<file path="config.mk">
export PLATFORM = sky130hd
export DESIGN_NAME = vga_timing_gen
export DESIGN_NICKNAME = d
export VERILOG_FILES = /design/src/rtl/vga_timing_gen.sv
export SDC_FILE = /design/constraint.sdc
export NUM_CORES = 1
export LEC_CHECK = 0
export BUFFER_PORTS_ARGS = -buffer_cell sky130_fd_sc_hd__buf_2
export CAP_MARGIN = 30
export CELL_PAD_IN_SITES_DETAIL_PLACEMENT = 2
export CELL_PAD_IN_SITES_GLOBAL_PLACEMENT = 2
export CORE_UTILIZATION = 31
export CTS_CLUSTER_DIAMETER = 120
export DETAILED_ROUTE_END_ITERATION = 10
export PLACE_DENSITY_LB_ADDON = 0.08
export SYNTH_ARGS = -nofsm -noshare
export SYNTH_HDL_FRONTEND = slang
export SYNTH_SLANG_ARGS = --single-unit
</file>
<file path="constraint.sdc">
create_clock -name clk -period 2.5 [get_ports clk]
set_clock_uncertainty 0.1 [all_clocks]
set_input_delay 0 -clock clk [delete_from_list [all_inputs] [get_ports clk]]
set_output_delay 0 -clock clk [all_outputs]
set_load 0.005 [all_outputs]
</file>
<file path="src/rtl/vga_timing_gen.sv">
// rtl/vga_timing_gen.sv - VGA raster counters, sync/RGB output stage and frame-rate move pulse
module vga_timing_gen #(
    parameter int H_VISIBLE = 800,
    parameter int H_FRONT   = 56,
    parameter int H_SYNC    = 120,
    parameter int H_BACK    = 64,
    parameter int V_VISIBLE = 600,
    parameter int V_FRONT   = 37,
    parameter int V_SYNC    = 6,
    parameter int V_BACK    = 23,
    parameter bit SYNC_POL  = 1'b1
) (
    input  logic        clk,
    input  logic        reset,
    input  logic        pix_en,
    input  logic [3:0]  tick_div,
    input  logic [3:0]  red_in,
    input  logic [3:0]  green_in,
    input  logic [3:0]  blue_in,
    output logic [10:0] X,
    output logic [10:0] Y,
    output logic        video_on,
    output logic        move_en,
    output logic        hsync,
    output logic        vsync,
    output logic [3:0]  red,
    output logic [3:0]  green,
    output logic [3:0]  blue
);
    localparam int H_TOTAL = H_VISIBLE + H_FRONT + H_SYNC + H_BACK;
    localparam int V_TOTAL = V_VISIBLE + V_FRONT + V_SYNC + V_BACK;

    localparam logic [10:0] H_LAST    = 11'(H_TOTAL - 1);
    localparam logic [10:0] V_LAST    = 11'(V_TOTAL - 1);
    localparam logic [10:0] H_VIS     = 11'(H_VISIBLE);
    localparam logic [10:0] V_VIS     = 11'(V_VISIBLE);
    localparam logic [10:0] V_VIS_END = 11'(V_VISIBLE - 1);
    localparam logic [10:0] HS_START  = 11'(H_VISIBLE + H_FRONT);
    localparam logic [10:0] HS_END    = 11'(H_VISIBLE + H_FRONT + H_SYNC - 1);
    localparam logic [10:0] VS_START  = 11'(V_VISIBLE + V_FRONT);
    localparam logic [10:0] VS_END    = 11'(V_VISIBLE + V_FRONT + V_SYNC - 1);

    logic [10:0] hcnt_q, hcnt_d;
    logic [10:0] vcnt_q, vcnt_d;
    logic [3:0]  fcnt_q, fcnt_d;
    logic        move_en_q, move_en_d;
    logic        hsync_q, hsync_d;
    logic        vsync_q, vsync_d;
    logic [11:0] rgb_q, rgb_d;

    logic        vis;
    logic        hs0;
    logic        vs0;
    logic        line_end;
    logic        frame_bnd;

    always_comb begin
        vis       = (hcnt_q < H_VIS) && (vcnt_q < V_VIS);
        hs0       = ((hcnt_q >= HS_START) && (hcnt_q <= HS_END)) ? SYNC_POL : !SYNC_POL;
        vs0       = ((vcnt_q >= VS_START) && (vcnt_q <= VS_END)) ? SYNC_POL : !SYNC_POL;
        line_end  = (hcnt_q == H_LAST);
        frame_bnd = line_end && (vcnt_q == V_VIS_END);

        hcnt_d    = hcnt_q;
        vcnt_d    = vcnt_q;
        fcnt_d    = fcnt_q;
        hsync_d   = hsync_q;
        vsync_d   = vsync_q;
        rgb_d     = rgb_q;
        move_en_d = 1'b0;

        if (pix_en) begin
            hsync_d = hs0;
            vsync_d = vs0;
            rgb_d   = vis ? {red_in, green_in, blue_in} : 12'h000;

            if (line_end) begin
                hcnt_d = '0;
                vcnt_d = (vcnt_q == V_LAST) ? 11'd0 : vcnt_q + 11'd1;
            end else begin
                hcnt_d = hcnt_q + 11'd1;
            end

            // Pulse lands on the first blanking pixel so sprites only move off-screen.
            if (frame_bnd) begin
                if (fcnt_q >= tick_div) begin
                    move_en_d = 1'b1;
                    fcnt_d    = '0;
                end else begin
                    fcnt_d = fcnt_q + 4'd1;
                end
            end
        end
    end

    always_ff @(posedge clk) begin
        if (reset) begin
            hcnt_q    <= '0;
            vcnt_q    <= '0;
            fcnt_q    <= '0;
            move_en_q <= 1'b0;
            hsync_q   <= !SYNC_POL;
            vsync_q   <= !SYNC_POL;
            rgb_q     <= '0;
        end else begin
            hcnt_q    <= hcnt_d;
            vcnt_q    <= vcnt_d;
            fcnt_q    <= fcnt_d;
            move_en_q <= move_en_d;
            hsync_q   <= hsync_d;
            vsync_q   <= vsync_d;
            rgb_q     <= rgb_d;
        end
    end

    assign X        = hcnt_q;
    assign Y        = vcnt_q;
    assign video_on = vis;
    assign move_en  = move_en_q;
    assign hsync    = hsync_q;
    assign vsync    = vsync_q;
    assign red      = rgb_q[11:8];
    assign green    = rgb_q[7:4];
    assign blue     = rgb_q[3:0];
endmodule

</file>
==> results of run 1 <==
per-stage QoR:
stage	power [W]	util [%]
final	0.001442	42.48
after detailed placement	0.0007751	38.20
after global routing	0.001501	42.48
after floorplan	0.0007325	-
after CTS	0.001457	42.48
after global placement	0.0007715	38.20
layout by cell type, fill, tap and decap left out, types with 4 or more instances in the layout:
cell           count
and3_1             4
clkbuf_8           5
nand3_1           10
xor2_1             7
dfxtp_1           41
nand2b_1           7
a22o_1            12
a21oi_1           18
nor2b_1            5
dlygate4sd3_1     14
and4_1             4
xnor2_1            4
ha_1               9
o21ai_0           10
nor2_1            13
buf_2             56
inv_1              9
o2111ai_1          5
nand2_1            9
or3_1              6
nand4_1            8
tightest hold or removal path, cell delays in order:
cell and delay (ns):
buf_2 0.19, o311ai_0 0.13, a21oi_1 0.07
sequential cells by signal (all words and copies together), names as in the netlist:
| signal | flops |
|---|---|
| rgb_q | 12 |
| X | 11 |
| Y | 11 |
| fcnt_q | 4 |
| hsync | 1 |
| move_en | 1 |
| vsync | 1 |
final cells by class:
type	instances	area share [%]
clock inverters	3	2.494
repair buffers	73	16.05
well taps	77	3.492
multi-input cells	173	44.49
flip-flops and latches	41	29.75
clock buffers	5	2.494
inverters	9	1.224
logic make-up (layout without fill, tap and decap cells):
| family | after synthesis | after routing | share of synthesized area [%] |
|---|---|---|---|
| compound gates | 60 | 60 | 19.40 |
| xor+xnor | 11 | 11 | 4.500 |
| fa+ha+maj | 9 | 9 | 5.260 |
| buf+inv | 21 | 90 | 4.325 |
| flops | 41 | 41 | 38.34 |
| simple gates | 93 | 93 | 28.17 |
Yosys cell counts (all sizes together):
master	n	area, um^2
dfxtp	41	820.8
a21oi	18	90.09
nor2	13	48.80
a22o	12	105.1
o21ai	11	55.05
nand3	10	50.05
ha	9	112.6
inv	9	33.78
nand2	9	33.78
nand4	9	62.56
nand2b	7	43.79
or3	7	48.80
xor2	7	61.31
buf	6	36.28
clkbuf	6	22.52
nor2b	5	31.28
nor3	5	41.29
o2111ai	5	43.79
and3	4	25.02
and4	4	35.03
xnor2	4	35.03
and2	3	18.77
nor3b	3	22.52
nor4	3	25.02
o311ai	3	26.28
o31ai	3	22.52
or4	3	22.52
a31oi	2	12.51
nand3b	2	15.01
nor4bb	2	20.02
a2111oi	1	15.01
a21o	1	7.510
a32o	1	10.01
and4bb	1	16.27
nor4b	1	23.77
o211ai	1	7.510
o21bai	1	11.26
o41ai	1	8.760
or3b	1	8.760
or4b	1	10.01
layer usage:
metal | vias to the layer above | track usage [%] | share of wire (%) | wire (um)
li1 | 1018 | - | - | -
met1 | 1027 | 25.78 | 46 | 3103
met2 | 46 | 36.51 | 49 | 3348
met3 | 6 | 3.113 | 3.6 | 243
met4 | 0 | 5.547 | 1.1 | 74
met5 | - | 0 | 0 | 0
how the worst max path moves through the flow:
stage,end,slack [ns],start
6_report,vsync,0.28,Y[5]
2_1_floorplan,Y[10],0.61,X[1]
3_3_place_gp,Y[8],0.40,X[1]
5_1_grt,Y[8],0.09,X[1]
4_1_cts,Y[8],0.26,X[1]
3_5_place_dp,Y[8],0.28,X[0]
power by group through the flow:
| stage | sequential [W] | combinational, W | clock, W |
|---|---|---|---|
| after detailed placement | 0.000691 | 0.0000845 | 0 |
| after global placement | 0.000689 | 0.0000824 | 0 |
| after global routing | 0.000678 | 0.000112 | 0.000711 |
| after floorplan | 0.000691 | 0.0000411 | 0 |
| after CTS | 0.000675 | 0.000101 | 0.000680 |
| final | 0.000676 | 0.000101 | 0.000665 |
==> impl_metrics.prom, run 1 <==
# TYPE chip_impl_metric gauge
chip_impl_metric{name="critical_path.n_buffers_inverters",unit=""} 1
chip_impl_metric{name="finalSetupViolations",unit=""} 0
chip_impl_metric{name="peakVddDrop",unit="mV"} 0.2738
chip_impl_metric{name="grt_pass1_vias",unit=""} 2262
chip_impl_metric{name="io_pins",unit=""} 57
chip_impl_metric{name="register_area",unit="um^2"} 820.8
chip_impl_metric{name="rr_worst_depth",unit=""} 5
chip_impl_metric{name="clock_sink_count",unit=""} 41
chip_impl_info{name="grt_setup_unrepaired",value="no"} 1
chip_impl_metric{name="htree_num_levels",unit=""} 2
chip_impl_metric{name="insertion_delay",unit="ns"} 0.30
chip_impl_metric{name="ys_seq_elements",unit=""} 41
chip_impl_info{name="r2r-end",value="vsync"} 1
chip_impl_metric{name="timing.final.ws_setup",unit="ns"} 0.2839
chip_impl_info{name="hold_path_end",value="X[1]"} 1
chip_impl_metric{name="vias",unit=""} 2097
chip_impl_metric{name="drt_first_pass_iters",unit=""} 4
chip_impl_metric{name="synth_warnings",unit=""} 0
chip_impl_metric{name="hpwlAfterDp",unit="um"} 4707
chip_impl_info{name="worstReg2RegStart",value="Y[5]"} 1
chip_impl_metric{name="route.detailed.vias_per_inst",unit=""} 5.504
chip_impl_metric{name="place.gp.congestion",unit=""} 0.7219
chip_impl_metric{name="detail_route.drc_violations",unit=""} 0
chip_impl_info{name="critical_path.slowest_cell",value="dlygate4sd3_1"} 1
chip_impl_metric{name="switching_share",unit="%"} 22.22
chip_impl_info{name="run_status",value="finished, final reports clean"} 1
chip_impl_metric{name="timing.final.max_slew_violations",unit=""} 0
chip_impl_metric{name="worst-endpoint-required",unit="ns"} 2.65
chip_impl_metric{name="synth_cell_types",unit=""} 47
chip_impl_info{name="endpoint_kind",value="flop"} 1
chip_impl_metric{name="grt_util_all_layers",unit="%"} 20.53
chip_impl_metric{name="netSwitchingPower",unit="W"} 0.0003204
chip_impl_info{name="critical_path_s_top_delay_family",value="compound AO/OA/AOI/OAI gates"} 1
chip_impl_metric{name="dp_cells",unit=""} 359
chip_impl_metric{name="max_slew_margin",unit="%"} 41.90
chip_impl_metric{name="tritoncts_buffer_count",unit=""} 5
chip_impl_metric{name="placement.io_buffers",unit=""} 56
chip_impl_metric{name="cell_internal_pwr",unit="W"} 0.001121
chip_impl_metric{name="max_stage_delay",unit="ns"} 0.55
chip_impl_metric{name="fin_hold_ws",unit="ns"} 0.02480
chip_impl_metric{name="postRouteWirelength",unit="um"} 6769
chip_impl_metric{name="syn_nets",unit=""} 263
chip_impl_metric{name="clock_power_share",unit="%"} 46.1
chip_impl_metric{name="antenna_violations_before_repair",unit=""} 0
chip_impl_metric{name="max_freq",unit="MHz"} 451.2
chip_impl_metric{name="global_route.overflow_total",unit=""} 0
chip_impl_metric{name="grt_max_degree",unit=""} 16
chip_impl_metric{name="insertedDiodeCount",unit=""} 0
chip_impl_metric{name="power.sequential.fraction",unit="%"} 46.9
chip_impl_info{name="cts_root_buf",value="clkbuf_8"} 1
chip_impl_metric{name="dieWidth",unit="um"} 85.10
chip_impl_metric{name="count_of_cells_resized_by_post_cts_repair",unit=""} 0
chip_impl_metric{name="critical_path_depth",unit=""} 5
chip_impl_metric{name="floorplan.initialDensity",unit="%"} 32.96
chip_impl_info{name="worstPathCellList",value="or3_1, o41ai_1, o2111ai_1, a21oi_1, dlygate4sd3_1"} 1
chip_impl_metric{name="fp.dieH",unit="um"} 85.10
chip_impl_metric{name="power_frac_comb",unit="%"} 7.0
chip_impl_metric{name="n_fill_cell",unit=""} 733
chip_impl_metric{name="leakage",unit="nW"} 1.153
chip_impl_metric{name="dp_slack",unit="ns"} 0.2825
chip_impl_metric{name="sequential_element_share_of_the_synthesized_area",unit="%"} 38.34
chip_impl_metric{name="worst_setup_hold_path_clk_slew",unit="ns"} 0.09
chip_impl_metric{name="design.die.area",unit="um^2"} 7242
chip_impl_metric{name="wire_per_inst",unit="um"} 17.77
chip_impl_metric{name="worst_max_slew_pin_slew",unit="ns"} 0.8683
chip_impl_metric{name="ctsHoldBuffers",unit=""} 14
chip_impl_metric{name="fp.coreArea",unit="um^2"} 6495
chip_impl_metric{name="finalCriticalPeriod",unit="ns"} 2.216
chip_impl_metric{name="finalInstanceArea",unit="um^2"} 2759
chip_impl_info{name="worstSetupStartpointType",value="flop"} 1
chip_impl_metric{name="wire_length_of_the_first_global_routing_pass",unit="um"} 11690
chip_impl_metric{name="postCtsSetupBuffers",unit=""} 0
chip_impl_metric{name="finalCritPeriodShare",unit="%"} 88.64
chip_impl_metric{name="post_layout_nonfiller_instances",unit=""} 381
chip_impl_metric{name="maxCapViolCount",unit=""} 0
chip_impl_info{name="critPathKind",value="reg2reg"} 1
chip_impl_metric{name="syn_avg_cell_area",unit="um^2"} 9.110
chip_impl_metric{name="hold_depth",unit=""} 3
chip_impl_metric{name="areaGrowthSynthToFinish",unit="%"} 28.87
chip_impl_metric{name="critical_path_peak_fanout",unit=""} 9
chip_impl_metric{name="fp-row-count",unit=""} 29
chip_impl_metric{name="area_of_placed_instances",unit="um^2"} 2481
chip_impl_metric{name="r2r_setup_slack",unit="ns"} 0.28
chip_impl_info{name="hold_start",value="pix_en"} 1
chip_impl_metric{name="detail-route-antenna-nets",unit=""} 0
chip_impl_metric{name="hold_vio_cnt_final",unit=""} 0
chip_impl_metric{name="worst-endpoint-arrival",unit="ns"} 2.37
chip_impl_info{name="cts_tree",value="done"} 1
chip_impl_metric{name="final_layout_size_suffix_gt1_share",unit="%"} 25.00
chip_impl_metric{name="drtIter0Drc",unit=""} 67
chip_impl_metric{name="multi_input_comb_area",unit="um^2"} 1227
chip_impl_metric{name="netlist_area",unit="um^2"} 2141
chip_impl_metric{name="max-clock-path-buffers",unit=""} 2
chip_impl_metric{name="finish.net_count",unit=""} 331
chip_impl_info{name="worstHoldPathType",value="in2reg"} 1
chip_impl_metric{name="cellPowerDensity",unit="nW/um^2"} 522.6
chip_impl_metric{name="syn-instance-count",unit=""} 235
chip_impl_metric{name="finalSetupTns",unit="ns"} 0
Power figures use the tool's default switching activity.
==> inputs of run 2 (changes only) <==
CORE_UTILIZATION = 32   (was 31)
CTS_BUF_LIST = sky130_fd_sc_hd__clkbuf_8   (was not set)
==> run 2 against run 1 <==
Against the previous run:
- core utilization is 0.49 points higher
- wire length is 0.86% lower
- sequential share of layout area is 0.16 points higher
- global-route usage is 0.44 points lower
- via count is 1.5% lower
- flip-flop and latch count stayed put
- sequential power hardly changed
- first-iteration DRC count is 30% lower
==> impl_metrics.prom, run 2 (synthesis gave the netlist of run 1 again) <==
# TYPE chip_impl_metric gauge
chip_impl_info{name="run_status",value="finished, final reports clean"} 1
chip_impl_metric{name="hold_vio_cnt_final",unit=""} 0
chip_impl_metric{name="maxCapViolCount",unit=""} 0
chip_impl_metric{name="fp.coreArea",unit="um^2"} 6386
chip_impl_metric{name="finalCritPeriodShare",unit="%"} 90.09
chip_impl_metric{name="grt_util_all_layers",unit="%"} 20.09
chip_impl_metric{name="timing.final.max_slew_violations",unit=""} 0
chip_impl_metric{name="r2r_setup_slack",unit="ns"} 0.25
chip_impl_info{name="worstPathCellList",value="ha_1, and4_1, nand4_1, or3_1, a21oi_1"} 1
chip_impl_metric{name="worst_max_slew_pin_slew",unit="ns"} 0.8484
chip_impl_info{name="r2r-end",value="Y[8]"} 1
chip_impl_metric{name="hpwlAfterDp",unit="um"} 4745
chip_impl_metric{name="critical_path_peak_fanout",unit=""} 9
chip_impl_metric{name="grt.met3_usage",unit="%"} 4.451
chip_impl_metric{name="n_fill_cell",unit=""} 727
chip_impl_metric{name="antenna_violations_before_repair",unit=""} 0
chip_impl_metric{name="max_slew_margin",unit="%"} 43.23
chip_impl_metric{name="worst-endpoint-required",unit="ns"} 2.64
chip_impl_metric{name="finalSetupTns",unit="ns"} 0
chip_impl_metric{name="postRouteWirelength",unit="um"} 6711
chip_impl_info{name="final_common_cell",value="buf_2"} 1
chip_impl_metric{name="grt_max_degree",unit=""} 16
chip_impl_metric{name="tritoncts_buffer_count",unit=""} 5
chip_impl_info{name="mostFrequentLayoutCells",value="56 x buf_2, 41 x dfxtp_1, 18 x a21oi_1"} 1
chip_impl_metric{name="drtIter0Drc",unit=""} 47
chip_impl_info{name="hold_start",value="tick_div[1]"} 1
chip_impl_metric{name="global_route.overflow_total",unit=""} 0
chip_impl_metric{name="multi_input_comb_area",unit="um^2"} 1227
chip_impl_metric{name="max_freq",unit="MHz"} 444.0
chip_impl_info{name="grt_setup_unrepaired",value="no"} 1
chip_impl_info{name="most_flop_heavy_register",value="rgb_q"} 1
chip_impl_metric{name="total_power",unit="W"} 0.001439
chip_impl_metric{name="insertedDiodeCount",unit=""} 0
chip_impl_metric{name="finish.net_count",unit=""} 329
chip_impl_metric{name="placement.io_buffers",unit=""} 56
chip_impl_info{name="critical_path_s_top_delay_family",value="simple AND/OR/NAND/NOR gates"} 1
chip_impl_metric{name="fp.dieH",unit="um"} 83.79
chip_impl_metric{name="fp-row-count",unit=""} 29
chip_impl_metric{name="hold_depth",unit=""} 5
chip_impl_metric{name="leakage",unit="nW"} 1.140
chip_impl_info{name="critPathKind",value="reg2reg"} 1
chip_impl_metric{name="detail-route-antenna-nets",unit=""} 0
chip_impl_info{name="worstReg2RegStart",value="X[0]"} 1
chip_impl_metric{name="htree_num_levels",unit=""} 2
chip_impl_metric{name="design.die.area",unit="um^2"} 7021
chip_impl_metric{name="detail_route.drc_violations",unit=""} 0
chip_impl_metric{name="place.gp.congestion",unit=""} 0.7284
chip_impl_metric{name="drt_first_pass_iters",unit=""} 4
chip_impl_metric{name="max_stage_delay",unit="ns"} 0.45
chip_impl_metric{name="vias",unit=""} 2066
chip_impl_metric{name="clock_sink_count",unit=""} 41
chip_impl_metric{name="rr_worst_depth",unit=""} 5
chip_impl_metric{name="fin_hold_ws",unit="ns"} 0.2531
chip_impl_info{name="cts_root_buf",value="clkbuf_8"} 1
chip_impl_metric{name="critical_path.n_buffers_inverters",unit=""} 0
chip_impl_metric{name="cellPowerDensity",unit="nW/um^2"} 524.5
chip_impl_metric{name="worst-endpoint-arrival",unit="ns"} 2.39
chip_impl_metric{name="insertion_delay",unit="ns"} 0.31
chip_impl_info{name="hold_path_end",value="move_en"} 1
chip_impl_metric{name="finalSetupViolations",unit=""} 0
chip_impl_metric{name="globalRouteMet2Util",unit="%"} 34.07
chip_impl_metric{name="max-clock-path-buffers",unit=""} 2
chip_impl_metric{name="areaGrowthSynthToFinish",unit="%"} 28.17
chip_impl_info{name="critical_path.slowest_cell",value="or3_1"} 1
chip_impl_metric{name="grt_pass1_vias",unit=""} 2137
chip_impl_metric{name="wire_per_inst",unit="um"} 17.71
chip_impl_metric{name="globalRouteMet1Util",unit="%"} 25.72
chip_impl_metric{name="worst_setup_hold_path_clk_slew",unit="ns"} 0.08
chip_impl_metric{name="register_area",unit="um^2"} 820.8
chip_impl_metric{name="dieWidth",unit="um"} 83.79
chip_impl_info{name="endpoint_kind",value="flop"} 1
chip_impl_metric{name="finalCriticalPeriod",unit="ns"} 2.252
chip_impl_info{name="cts_tree",value="done"} 1
chip_impl_metric{name="io_pins",unit=""} 57
chip_impl_info{name="worstSetupStartpointType",value="flop"} 1
chip_impl_metric{name="floorplan.initialDensity",unit="%"} 33.52
chip_impl_metric{name="wire_length_of_the_first_global_routing_pass",unit="um"} 11330
chip_impl_info{name="worstHoldPathType",value="in2reg"} 1
chip_impl_metric{name="route.detailed.vias_per_inst",unit=""} 5.451
chip_impl_info{name="busiest_layer",value="met2"} 1
chip_impl_metric{name="final_layout_size_suffix_gt1_share",unit="%"} 24.50
chip_impl_metric{name="largest_reg_flops",unit=""} 12
chip_impl_metric{name="peakVddDrop",unit="mV"} 0.3518
## run 2: cell types whose count changed in the layout (fill, tap and decap cells not counted)
cell / delta
buf_4: -2
## run 2: final cells by class
class / instances / area share [%]
clock inverters: 3 / 2.508
well taps: 77 / 3.511
repair buffers: 71 / 15.60
multi-input cells: 173 / 44.73
clock buffers: 5 / 2.508
inverters: 9 / 1.231
flip-flops and latches: 41 / 29.91
## run 2: timing repair
action                                 4_1_cts  5_1_grt
buffers inserted                             0        0
gates resized for setup                      0        0
endpoints found under the hold margin       21        0
hold buffers                                14        0
## run 2: worst max path at each step
stage                     startpoint     to  cells past startpoint
final                           X[0]   Y[8]                      5
after global routing            X[0]   Y[8]                      5
after CTS                       X[0]   Y[8]                      5
after detailed placement        X[0]   Y[8]                      5
after global placement          X[1]   Y[8]                      5
after floorplan                 X[1]  Y[10]                      6
## run 2: tightest hold or removal path, stage by stage
cell,delay (ns)
buf_2,0.09
inv_1,0.05
ha_1,0.16
a2111oi_2,0.09
nor4_1,0.21
## run 2: stage by stage
step | utilization [%] | cells | instance area (um^2) | setup slack, ns
floorplan | - | 235 | 2141 | 0.6054
global placement | 38.62 | 357 | 2466 | 0.3976
detailed placement | 38.62 | 357 | 2466 | 0.2468
CTS | 42.97 | 379 | 2744 | 0.2115
global route | 42.97 | 379 | 2744 | 0.05300
finish | 42.97 | 379 | 2744 | 0.2479
## run 2: report_power, final
group	total [W]	switching (W)	internal (W)
Sequential	0.000676	0.00000934	0.000666
Combinational	0.0000987	0.0000462	0.0000524
Clock	0.000665	0.000262	0.000402
## run 2: metal layers
metal,wire length [um],part of all wire (%)
met2,3262,49
met1,3165,47
met4,63,0.94
met5,0,0
met3,219,3.3
